File: src/rtl/panxi_sram_ctrl.sv
// rtl/panxi_sram_ctrl.sv - Valid/ready command front-end for the single-port SRAM macro wrapper
// PANXI_SRAM_CTRL_RSP_BUF_EN selects a 2-entry response FIFO; default is a single holding register.
module panxi_sram_ctrl #(
  parameter int ADDR_WIDTH = 10,
  parameter int DATA_WIDTH = 32
) (
  input  logic                    ACLK,
  input  logic                    ARESET,
  input  logic                    cmd_valid,
  output logic                    cmd_ready,
  input  logic                    cmd_write,
  input  logic [31:0]             cmd_addr,
  input  logic [DATA_WIDTH-1:0]   cmd_wdata,
  input  logic [DATA_WIDTH/8-1:0] cmd_wstrb,
  output logic                    rsp_valid,
  input  logic                    rsp_ready,
  output logic [DATA_WIDTH-1:0]   rsp_rdata,
  output logic                    rsp_err,
  output logic                    CEN,
  output logic                    GWEN,
  output logic [DATA_WIDTH-1:0]   AWEN,
  output logic [ADDR_WIDTH-1:0]   AADDR,
  output logic [DATA_WIDTH-1:0]   ADATA_XI,
  input  logic [DATA_WIDTH-1:0]   ADATA_XO
);

  logic                  accept;
  logic                  in_range;
  logic                  access;
  logic                  inflight;
  logic                  inflight_read;
  logic                  inflight_err;
  logic [DATA_WIDTH-1:0] inflight_rdata;
  logic [1:0]            fifo_count;
  logic [DATA_WIDTH-1:0] head_rdata;
  logic                  head_err;
  logic                  push;
  logic                  pop;
  logic [ADDR_WIDTH-1:0] aaddr_q;
  logic [DATA_WIDTH-1:0] adata_q;
  logic [1:0]            unused_addr_lsb;

  assign unused_addr_lsb = cmd_addr[1:0];

  // Gating with ARESET releases the SRAM pins the moment reset asserts, even mid-cycle.
  assign accept   = cmd_valid & cmd_ready & ~ARESET;
  assign in_range = (cmd_addr[31:ADDR_WIDTH+2] == '0);
  assign access   = accept & in_range;

  always_ff @(posedge ACLK or posedge ARESET) begin
    if (ARESET) begin
      aaddr_q <= '0;
      adata_q <= '0;
    end else if (access) begin
      aaddr_q <= cmd_addr[ADDR_WIDTH+1:2];
      adata_q <= cmd_wdata;
    end
  end

  always_comb begin
    CEN      = ~access;
    GWEN     = ~(access & cmd_write);
    AWEN     = '1;
    if (access && cmd_write) begin
      for (int i = 0; i < DATA_WIDTH/8; i++) begin
        AWEN[8*i +: 8] = {8{~cmd_wstrb[i]}};
      end
    end
    AADDR    = access ? cmd_addr[ADDR_WIDTH+1:2] : aaddr_q;
    ADATA_XI = access ? cmd_wdata : adata_q;
  end

  always_ff @(posedge ACLK or posedge ARESET) begin
    if (ARESET) begin
      inflight      <= 1'b0;
      inflight_read <= 1'b0;
      inflight_err  <= 1'b0;
    end else begin
      inflight      <= accept;
      inflight_read <= accept & ~cmd_write;
      inflight_err  <= accept & ~in_range;
    end
  end

  // SRAM read data is only valid this one cycle, so anything not taken now must be captured.
  assign inflight_rdata = (inflight && inflight_read && !inflight_err) ? ADATA_XO : '0;
  assign pop  = rsp_ready & (fifo_count != 2'd0);
  assign push = inflight & ~(rsp_ready & (fifo_count == 2'd0));

`ifdef PANXI_SRAM_CTRL_RSP_BUF_EN
  localparam logic [1:0] RSP_DEPTH = 2'd2;

  logic [DATA_WIDTH-1:0] fifo_rdata [2];
  logic                  fifo_err   [2];
  logic                  wr_first;

  assign wr_first = (fifo_count == 2'd0) || ((fifo_count == 2'd1) && pop);

  always_ff @(posedge ACLK or posedge ARESET) begin
    if (ARESET) begin
      fifo_count <= 2'd0;
      for (int i = 0; i < 2; i++) begin
        fifo_rdata[i] <= '0;
        fifo_err[i]   <= 1'b0;
      end
    end else begin
      if (pop) begin
        fifo_rdata[0] <= fifo_rdata[1];
        fifo_err[0]   <= fifo_err[1];
      end
      if (push) begin
        if (wr_first) begin
          fifo_rdata[0] <= inflight_rdata;
          fifo_err[0]   <= inflight_err;
        end else begin
          fifo_rdata[1] <= inflight_rdata;
          fifo_err[1]   <= inflight_err;
        end
      end
      fifo_count <= fifo_count + {1'b0, push} - {1'b0, pop};
    end
  end

  assign head_rdata = fifo_rdata[0];
  assign head_err   = fifo_err[0];
  assign cmd_ready  = ({1'b0, fifo_count} + {2'b00, inflight}) < 3'd2;
`else
  localparam logic [1:0] RSP_DEPTH = 2'd1;

  logic [DATA_WIDTH-1:0] hold_rdata;
  logic                  hold_err;

  always_ff @(posedge ACLK or posedge ARESET) begin
    if (ARESET) begin
      fifo_count <= 2'd0;
      hold_rdata <= '0;
      hold_err   <= 1'b0;
    end else begin
      if (push) begin
        hold_rdata <= inflight_rdata;
        hold_err   <= inflight_err;
      end
      fifo_count <= fifo_count + {1'b0, push} - {1'b0, pop};
    end
  end

  assign head_rdata = hold_rdata;
  assign head_err   = hold_err;
  assign cmd_ready  = ~inflight & (fifo_count == 2'd0);
`endif

  assign rsp_valid = inflight | (fifo_count != 2'd0);
  assign rsp_rdata = (fifo_count != 2'd0) ? head_rdata : inflight_rdata;
  assign rsp_err   = (fifo_count != 2'd0) ? head_err : (inflight & inflight_err);

  push_when_full_a: assert property (@(posedge ACLK) disable iff (ARESET)
    !(push && !pop && (fifo_count == RSP_DEPTH)));

endmodule

File: config.mk
export PLATFORM = sky130hd
export DESIGN_NAME = panxi_sram_ctrl
export DESIGN_NICKNAME = d
export VERILOG_FILES = /design/src/rtl/panxi_sram_ctrl.sv
export SDC_FILE = /design/constraint.sdc
export NUM_CORES = 1
export LEC_CHECK = 0
export CORE_MARGIN = 5
export CORE_UTILIZATION = 38
export CTS_BUF_LIST = sky130_fd_sc_hd__clkbuf_16
export DETAILED_ROUTE_END_ITERATION = 10
export PLACE_DENSITY = 0.81
export SLEW_MARGIN = 10
export SYNTH_ARGS = -nofsm -noshare
export SYNTH_HDL_FRONTEND = slang
export SYNTH_SLANG_ARGS = --single-unit
File: constraint.sdc
create_clock -name ACLK -period 3.1 [get_ports ACLK]
set_input_delay 0.31 -clock ACLK [delete_from_list [all_inputs] [get_ports ACLK]]
set_output_delay 0.31 -clock ACLK [all_outputs]
set_load 0.01 [all_outputs]
# After elaboration in Yosys (flattened, before gate mapping)
# Index checks and enable logic that the tools add are counted.
# Widths: inputs -> output; s select.
dict set report op_classes {
  n_mul 0
  add_sub_neg 2
  shifts 0
  eq_ne 0
  magnitude_cmp 0
  mux 6
  bitwise_logic 23
  div_mod_pow 0
  n_reduce_logical 7
}
# op n
set op_table {}
lappend op_table {{$mux 32} 4}
lappend op_table {{$logic_not 20->1} 1}
lappend op_table {{$and 1x1->1} 11}
lappend op_table {{$not 1->1} 11}
lappend op_table {{$mux 10} 1}
lappend op_table {{$logic_and 1x1->1} 3}
lappend op_table {{$add 2x1->2} 1}
lappend op_table {{$logic_not 2->1} 1}
lappend op_table {{$reduce_bool 2->1} 1}
lappend op_table {{$sub 2x1->2} 1}
lappend op_table {{$logic_not 1->1} 1}
lappend op_table {{$mux 1} 1}
lappend op_table {{$or 1x1->1} 1}
dict set report word_totals {
  ff_bits 80
  ramBits 0
  output_inout_bits 111
  romBits 0
  latchBits 0
  input_bits 105
  wordCells 46
  mem_count 0
}

# Longest topological paths before layout
# Gate-level depths: netlist (run 1).
dict set report depth {
  word_depth 7
  mapped_depth 10
}

# Least setup slack after synthesis (run 1)
# No wires, ideal clock.
dict set report synth_path {
  path_kind {reg2out}
  start {register fifo_count[1]}
  end {output AWEN[10]}
  n_path_buf 3
  setup_slack_ns 0.473
  path_stages_with_launch 8
  t_arrival_ns 2.317
  path_cell_list {dfrtp_1 > or2_1 > clkbuf_1 > or4b_1 > buf_2 > nor3_1 > nand3_1 > buf_4}
}
dict set report synth_via {
  elab_chain_len 7
}
# item line
set synth_rtl {}
lappend synth_rtl {{from (decl)} 34} ;# logic [1:0] fifo_count;
lappend synth_rtl {{from (signal assigned)} 143} ;# fifo_count <= fifo_count + {1'b0, push} - {1'b0, pop};
lappend synth_rtl {{$logic_not 2->1} 149} ;# assign cmd_ready = ~inflight & (fifo_count == 2'd0);
lappend synth_rtl {{$and 1x1->1} 149}
lappend synth_rtl {{$and 1x1->1 (2 in series)} 46} ;# assign accept = cmd_valid & cmd_ready & ~ARESET;
lappend synth_rtl {{$and 1x1->1} 48} ;# assign access = accept & in_range;
lappend synth_rtl {{$logic_and 1x1->1} 64} ;# if (access && cmd_write) begin
lappend synth_rtl {{$mux 32} 64}
lappend synth_rtl {{to (decl)} 21} ;# output logic [DATA_WIDTH-1:0] AWEN,
# Every way passes these cells.

# Worst setup path in the final report (run 1)
dict set report layout_path {
  start {register fifo_count[1]}
  end {output ADATA_XI[30]}
}
dict set report layout_via {
  elab_chain_len 6
}
# item line
set layout_rtl {}
lappend layout_rtl {{$logic_not 2->1} 149}
lappend layout_rtl {{$and 1x1->1} 149}
lappend layout_rtl {{$and 1x1->1 (2 in series)} 46}
lappend layout_rtl {{$and 1x1->1} 48}
lappend layout_rtl {{$mux 32} --}
lappend layout_rtl {{to (decl)} 23} ;# output logic [DATA_WIDTH-1:0] ADATA_XI,
# Every way passes these cells.

==> results of run 1 <==
==> report_power, final <==
group,total (mW),switching [mW],internal (mW)
clock,1.21,0.419,0.788
sequential,1.09,0.0150,1.07
combinational,0.463,0.248,0.215
==> cell usage in the layout, fill, tap and decap left out, drive strengths merged <==
| cell | instances |
|---|---|
| dfrtp | 80 |
| nor2 | 5 |
| or4b | 1 |
| clkinv | 5 |
| or2 | 1 |
| nor3 | 2 |
| bufinv | 3 |
| dlygate4sd2 | 50 |
| xnor2 | 2 |
| nor4 | 5 |
| inv | 5 |
| mux2 | 43 |
| and2 | 1 |
| clkbuf | 9 |
| clkdlybuf4s50 | 145 |
| nand2 | 101 |
| ha | 2 |
| o21ai | 66 |
| dlymetal6s2s | 18 |
| nand3 | 5 |
| buf | 12 |
==> worst paths after layout <==
check	to	cells past startpoint
worst max-delay path	ADATA_XI[30]	7
worst min-delay path	head_rdata[8]	2
worst max register to register	fifo_count[1]	8
worst min register to register	head_rdata[8]	2
max in group asynchronous	head_rdata[5]	4
min in group asynchronous	head_rdata[20]	4
==> state kept, by name, summed over array words and instances (netlist names) <==
name           cells
adata_q           32
head_rdata        32
aaddr_q           10
fifo_count         2
head_err           1
inflight           1
inflight_err       1
inflight_read      1
==> cell families after synthesis <==
logic type,count (synthesis),synth area share
AND/OR/NAND/NOR,121,0.134
flip-flops,80,0.540
AO/OA/AOI/OAI,66,0.0891
buffers and inverters,57,0.0945
multiplexers,43,0.131
XOR/XNOR,2,0.00473
adder cells (fa/ha/maj),2,0.00675
==> per-stage QoR <==
step	area (µm²)	total power, mW	setup WS [ns]
finish	6190	2.76	0.0840
global route	6190	2.88	0.000614
CTS	6140	2.80	0.00362
detailed placement	5790	1.57	0.0459
global placement	5790	1.56	0.0415
floorplan	3710	1.34	0.473
==> worst reg2reg max path, stage by stage, from the launching register on <==
cell and delay [ns]:
dfrtp_1 0.39, or2_2 0.31, buf_4 0.31, o21ai_4 0.51
ha_1 0.32, inv_1 0.06, ha_1 0.14, xnor2_1 0.13
xnor2_1 0.13
==> timing repair <==
action / CTS / global route
pin swaps: 1 / 0
cloned: 1 / 0
buffers inserted: 1 / 0
gates resized for setup: 55 / 19
endpoints found under the setup margin: 74 / 24
==> layout make-up <==
type	count	area, µm²
multi-input combinational	234	1390
inverter	6	23.8
timing repair buffer	225	2270
fill	782	3450
tap	133	166
clock inverter	7	120
sequential	80	2000
clock buffer	9	225
==> layer usage <==
layer / GRT usage / routed length (µm) / vias to the layer above
met3: 0.0894 / 1230 / 9
met4: 0.0604 / 149 / 0
met5: 0 / 0 / -
li1: - / - / 1576
met2: 0.320 / 5550 / 137
met1: 0.187 / 3830 / 1488
==> results_dict.tcl, run 1 <==
set metrics [dict create \
    core_um2 9640 \
    worstSetupStartpointType "flop" \
    hp-start "head_rdata[8]" \
    ir_drop_mv 0.303 \
    ys_seq_elements 80 \
    critPathMaxFanout 13 \
    clk_pin_slew_ns 0.06 \
    slew_headroom 0.614 \
    drv_slew 0 \
    reg2reg_from "fifo_count[1]" \
    port_buffers 213 \
    hp-class "flop to flop" \
    antenna_found_initial 0 \
    wl_um 10800 \
    critPathMaxStageDelay_ns 0.53 \
    final_nets 663 \
    syn_area_per_cell_um2 9.99 \
    power.density_nw_per_um2 445 \
    ys_warn_count 0 \
    vias 3210 \
    worstMarginPinSlew_ns 0.578 \
    end_kind "output pin" \
    path_class "flop to output pin" \
    holdWs_ns 0.478 \
    clkLatencyLatePin_ns 0.33 \
    grt_max_degree 81 \
    overflow 0 \
    crit_chain "or2_2, or4b_4, nor3_4, buf_12, buf_6, mux2_2, dlygate4sd2_1" \
    synth_ff_type "dfrtp_1" \
    dp.cells 676 \
    rsz0062_at_grt "no" \
    p_leak_nw 2.80 \
    cap_violations 0 \
    syn2layout_area_growth_pct 67.0 \
    cts_buffers 9 \
    drc 0 \
    yosys.area.top_type "dfrtp_1" \
    synth_edf_count 0 \
    crit_buf_inv 3 \
    cts_tree "yes" \
    drt_iter0_drc 79 \
    drive_above_1_share 0.141 \
    async_flop_share 1.00 \
    wl_per_cell_um 15.5 \
    layout.cells.non_filler 694 \
    synth_nets 478 \
    finalCritPeriodShare 0.973 \
    grt_pass1_wl_um 16300 \
    status "complete, no violations" \
    boundaryPins 216 \
    fp-row-count 36 \
    post-route-util 0.642 \
    hold_buffers 0 \
    rrSetupSlack_ns 0.73 \
    yosysMostFrequentCell "nand2_1" \
    die_area_um2 11800 \
    synthTopCellsByCount "101 x nand2_1, 80 x dfrtp_1, 66 x o21ai_0" \
    place_hpwl_um 8250 \
    h-tree-depth 3 \
    grt_pass1_vias 3335 \
    antenna_cells 0 \
    setup_violations 0 \
    crit_required_ns 2.79 \
    die_h_um 109 \
    root_buffer "clkbuf_16" \
    crit_arrival_ns 2.71 \
    start_util 0.385 \
    worst_clock_skew_ns 0.00618 \
    cp-startpoint "fifo_count[1]" \
    drtPass1Iterations 4 \
    clock_path_buffers 2 \
    gp_congestion 0.722 \
    die_w_um 109 \
    postRouteAntennaNets 0 \
    max_freq_mhz 332 \
    crit_family "simple AND/OR/NAND/NOR gates" \
    cts.sinks 80 \
    syn-cell-area_um2 3710 \
    synthCells 371 \
    grt_use_total 0.181 \
    yosysUniqueCellTypes 19 \
    yosysSeqAreaShare 0.540 \
    viasPerCell 4.63 \
    hold_violations 0 \
    fin_setup_tns_ns 0 \
    synth.area.top_cells "dfrtp_1 54%, mux2_2 13%, nand2_1 10%, o21ai_0 8.9%, buf_4 5.7%" \
    slowest_stage "or4b_4" \
    synth_top_area_frac 0.540 \
    fin_crit_ns 3.02 \
]
Power figures use the tool's default switching activity.
==> inputs of run 2 (changes only) <==
==> constraint.sdc (replaced) <==
create_clock -name ACLK -period 2.8 [get_ports ACLK]
set_input_delay 0.28 -clock ACLK [delete_from_list [all_inputs] [get_ports ACLK]]
set_output_delay 0.28 -clock ACLK [all_outputs]
set_load 0.01 [all_outputs]
==> results_dict.tcl, run 2 (synthesis gave the netlist of run 1 again) <==
set metrics [dict create \
    status "finished, violations left" \
    violations "setup timing" \
    final_nets 679 \
    worstSetupStartpointType "flop" \
    wl_um 12300 \
    max_freq_mhz 354 \
    syn2layout_area_growth_pct 75.0 \
    p_comb_frac 0.183 \
    die_w_um 109 \
    layout_commonest_cell "clkdlybuf4s50_1" \
    grt.busiest_layer "met2" \
    root_buffer "clkbuf_16" \
    fin_setup_tns_ns -0.433 \
    met1_usage 0.201 \
    grt_pass1_vias 3463 \
    cap_violations 0 \
    hp-class "flop to flop" \
    crit_arrival_ns 2.55 \
    grt_max_degree 70 \
    drive_above_1_share 0.298 \
    rsz0062_at_grt "yes" \
    worst_slack_ns -0.0278 \
    drv_slew 0 \
    end_kind "output pin" \
    hold_violations 0 \
    die_area_um2 11800 \
    postRouteAntennaNets 0 \
    worstMarginPinSlew_ns 0.805 \
    wl_per_cell_um 17.3 \
    antenna_found_initial 0 \
    gp_congestion 0.746 \
    die_h_um 109 \
    worst_clock_skew_ns 0.00716 \
    cts_buffers 9 \
    setup_violations 28 \
    path_class "flop to output pin" \
    power.density_nw_per_um2 465 \
    gr-usage-met3 0.0864 \
    boundaryPins 216 \
    use_met2 0.334 \
    core_um2 9640 \
    clock_path_buffers 2 \
    antenna_cells 0 \
    clk_pin_slew_ns 0.06 \
    critPathMaxFanout 8 \
    ir_drop_mv 0.342 \
    clkLatencyLatePin_ns 0.33 \
    drtPass1Iterations 4 \
    grt_pass1_wl_um 17200 \
    drc 0 \
    clockPowerShare 0.418 \
    crit_required_ns 2.52 \
    viasPerCell 4.71 \
    grt_use_total 0.187 \
    slew_headroom 0.463 \
    sw_frac_of_total 0.260 \
    h-tree-depth 3 \
    switchingPower_uw 786 \
    start_util 0.385 \
    finalCritPeriodShare 1.01 \
    fp-row-count 36 \
    overflow 0 \
    layout_common_cells "137 x clkdlybuf4s50_1, 101 x nand2_1, 80 x dfrtp_1, 65 x o21ai_0, 44 x buf_6" \
    post-route-util 0.673 \
    place_hpwl_um 8360 \
    port_buffers 213 \
    vias 3343 \
    power.internal_mw 2.23 \
    drt_iter0_drc 150 \
    fin_crit_ns 2.83 \
    hold_buffers 0 \
    p_leak_nw 2.88 \
    seq_power_share 0.399 \
    cts_tree "yes" \
    cts.sinks 80 \
]
run 2: cell count changes in the layout (fill, tap and decap cells not counted), sizes merged, moves of 3 or more:
| cell | before | now |
|---|---|---|
| buf | 12 | 66 |
| clkbuf | 9 | 44 |
| clkdlybuf4s15 | 0 | 3 |
| clkdlybuf4s50 | 145 | 137 |
| dlygate4sd2 | 50 | 0 |
| dlymetal6s2s | 18 | 0 |
run 2: through the flow:
step | instances | cell area [µm²] | power (mW) | hold WS, ns | setup slack [ns]
after floorplan | 371 | 3710 | 1.48 | 0.346 | 0.203
after global placement | 680 | 5820 | 1.74 | 0.461 | -0.193
after CTS | 699 | 6120 | 3.03 | 0.486 | -0.0843
final | 710 | 6490 | 3.02 | 0.482 | -0.0278
after detailed placement | 680 | 5820 | 1.76 | 0.472 | -0.198
after global routing | 710 | 6490 | 3.16 | 0.512 | -0.135
run 2: layout make-up:
cell class | count | area, µm²
flip-flops and latches | 80 | 2000
well taps | 133 | 166
inverters | 6 | 23.8
clock buffers | 9 | 225
clock inverters | 7 | 95.1
repair buffers | 241 | 2400
multi-input cells | 234 | 1570
fillers | 708 | 3150
run 2: power groups by stage:
stage | clock [mW] | sequential (mW) | combinational (mW)
2_1_floorplan | 0 | 1.22 | 0.262
3_3_place_gp | 0 | 1.22 | 0.516
3_5_place_dp | 0 | 1.22 | 0.531
4_1_cts | 1.28 | 1.21 | 0.543
5_1_grt | 1.34 | 1.21 | 0.614
6_report | 1.26 | 1.21 | 0.552
run 2: worst paths after layout:
check	start	endpoint	slack [ns]	depth (start not counted)
max	fifo_count[1]	AADDR[5]	-0.03	7
min	head_rdata[12]	head_rdata[12]	0.48	2
max reg2reg	fifo_count[1]	adata_q[6]	0.50	7
min reg2reg	head_rdata[12]	head_rdata[12]	0.48	2
max in group asynchronous	ARESET	adata_q[31]	1.57	4
min in group asynchronous	ARESET	adata_q[21]	0.55	3
run 2: timing repair:
| item | 4_1_cts | 5_1_grt |
|---|---|---|
| buffers inserted | 1 | 6 |
| pin swaps | 1 | 3 |
| setup endpoints to repair | 76 | 75 |
| gates cloned | 2 | 5 |
| resized for setup | 221 | 159 |
run 2: per-layer routing:
metal,share of wire,vias to the layer above
li1,-,1610
met1,0.35,1579
met2,0.54,144
met3,0.10,10
met4,0.011,0
met5,0,-
run 2: critical path, cell delays in order, from the launching register on:
cell and delay [ns]:
dfrtp_1 0.39, or2_4 0.24, or4b_4 0.54, nor3_4 0.24, buf_12 0.19, clkbuf_16 0.17, mux2_4 0.32, buf_6 0.13
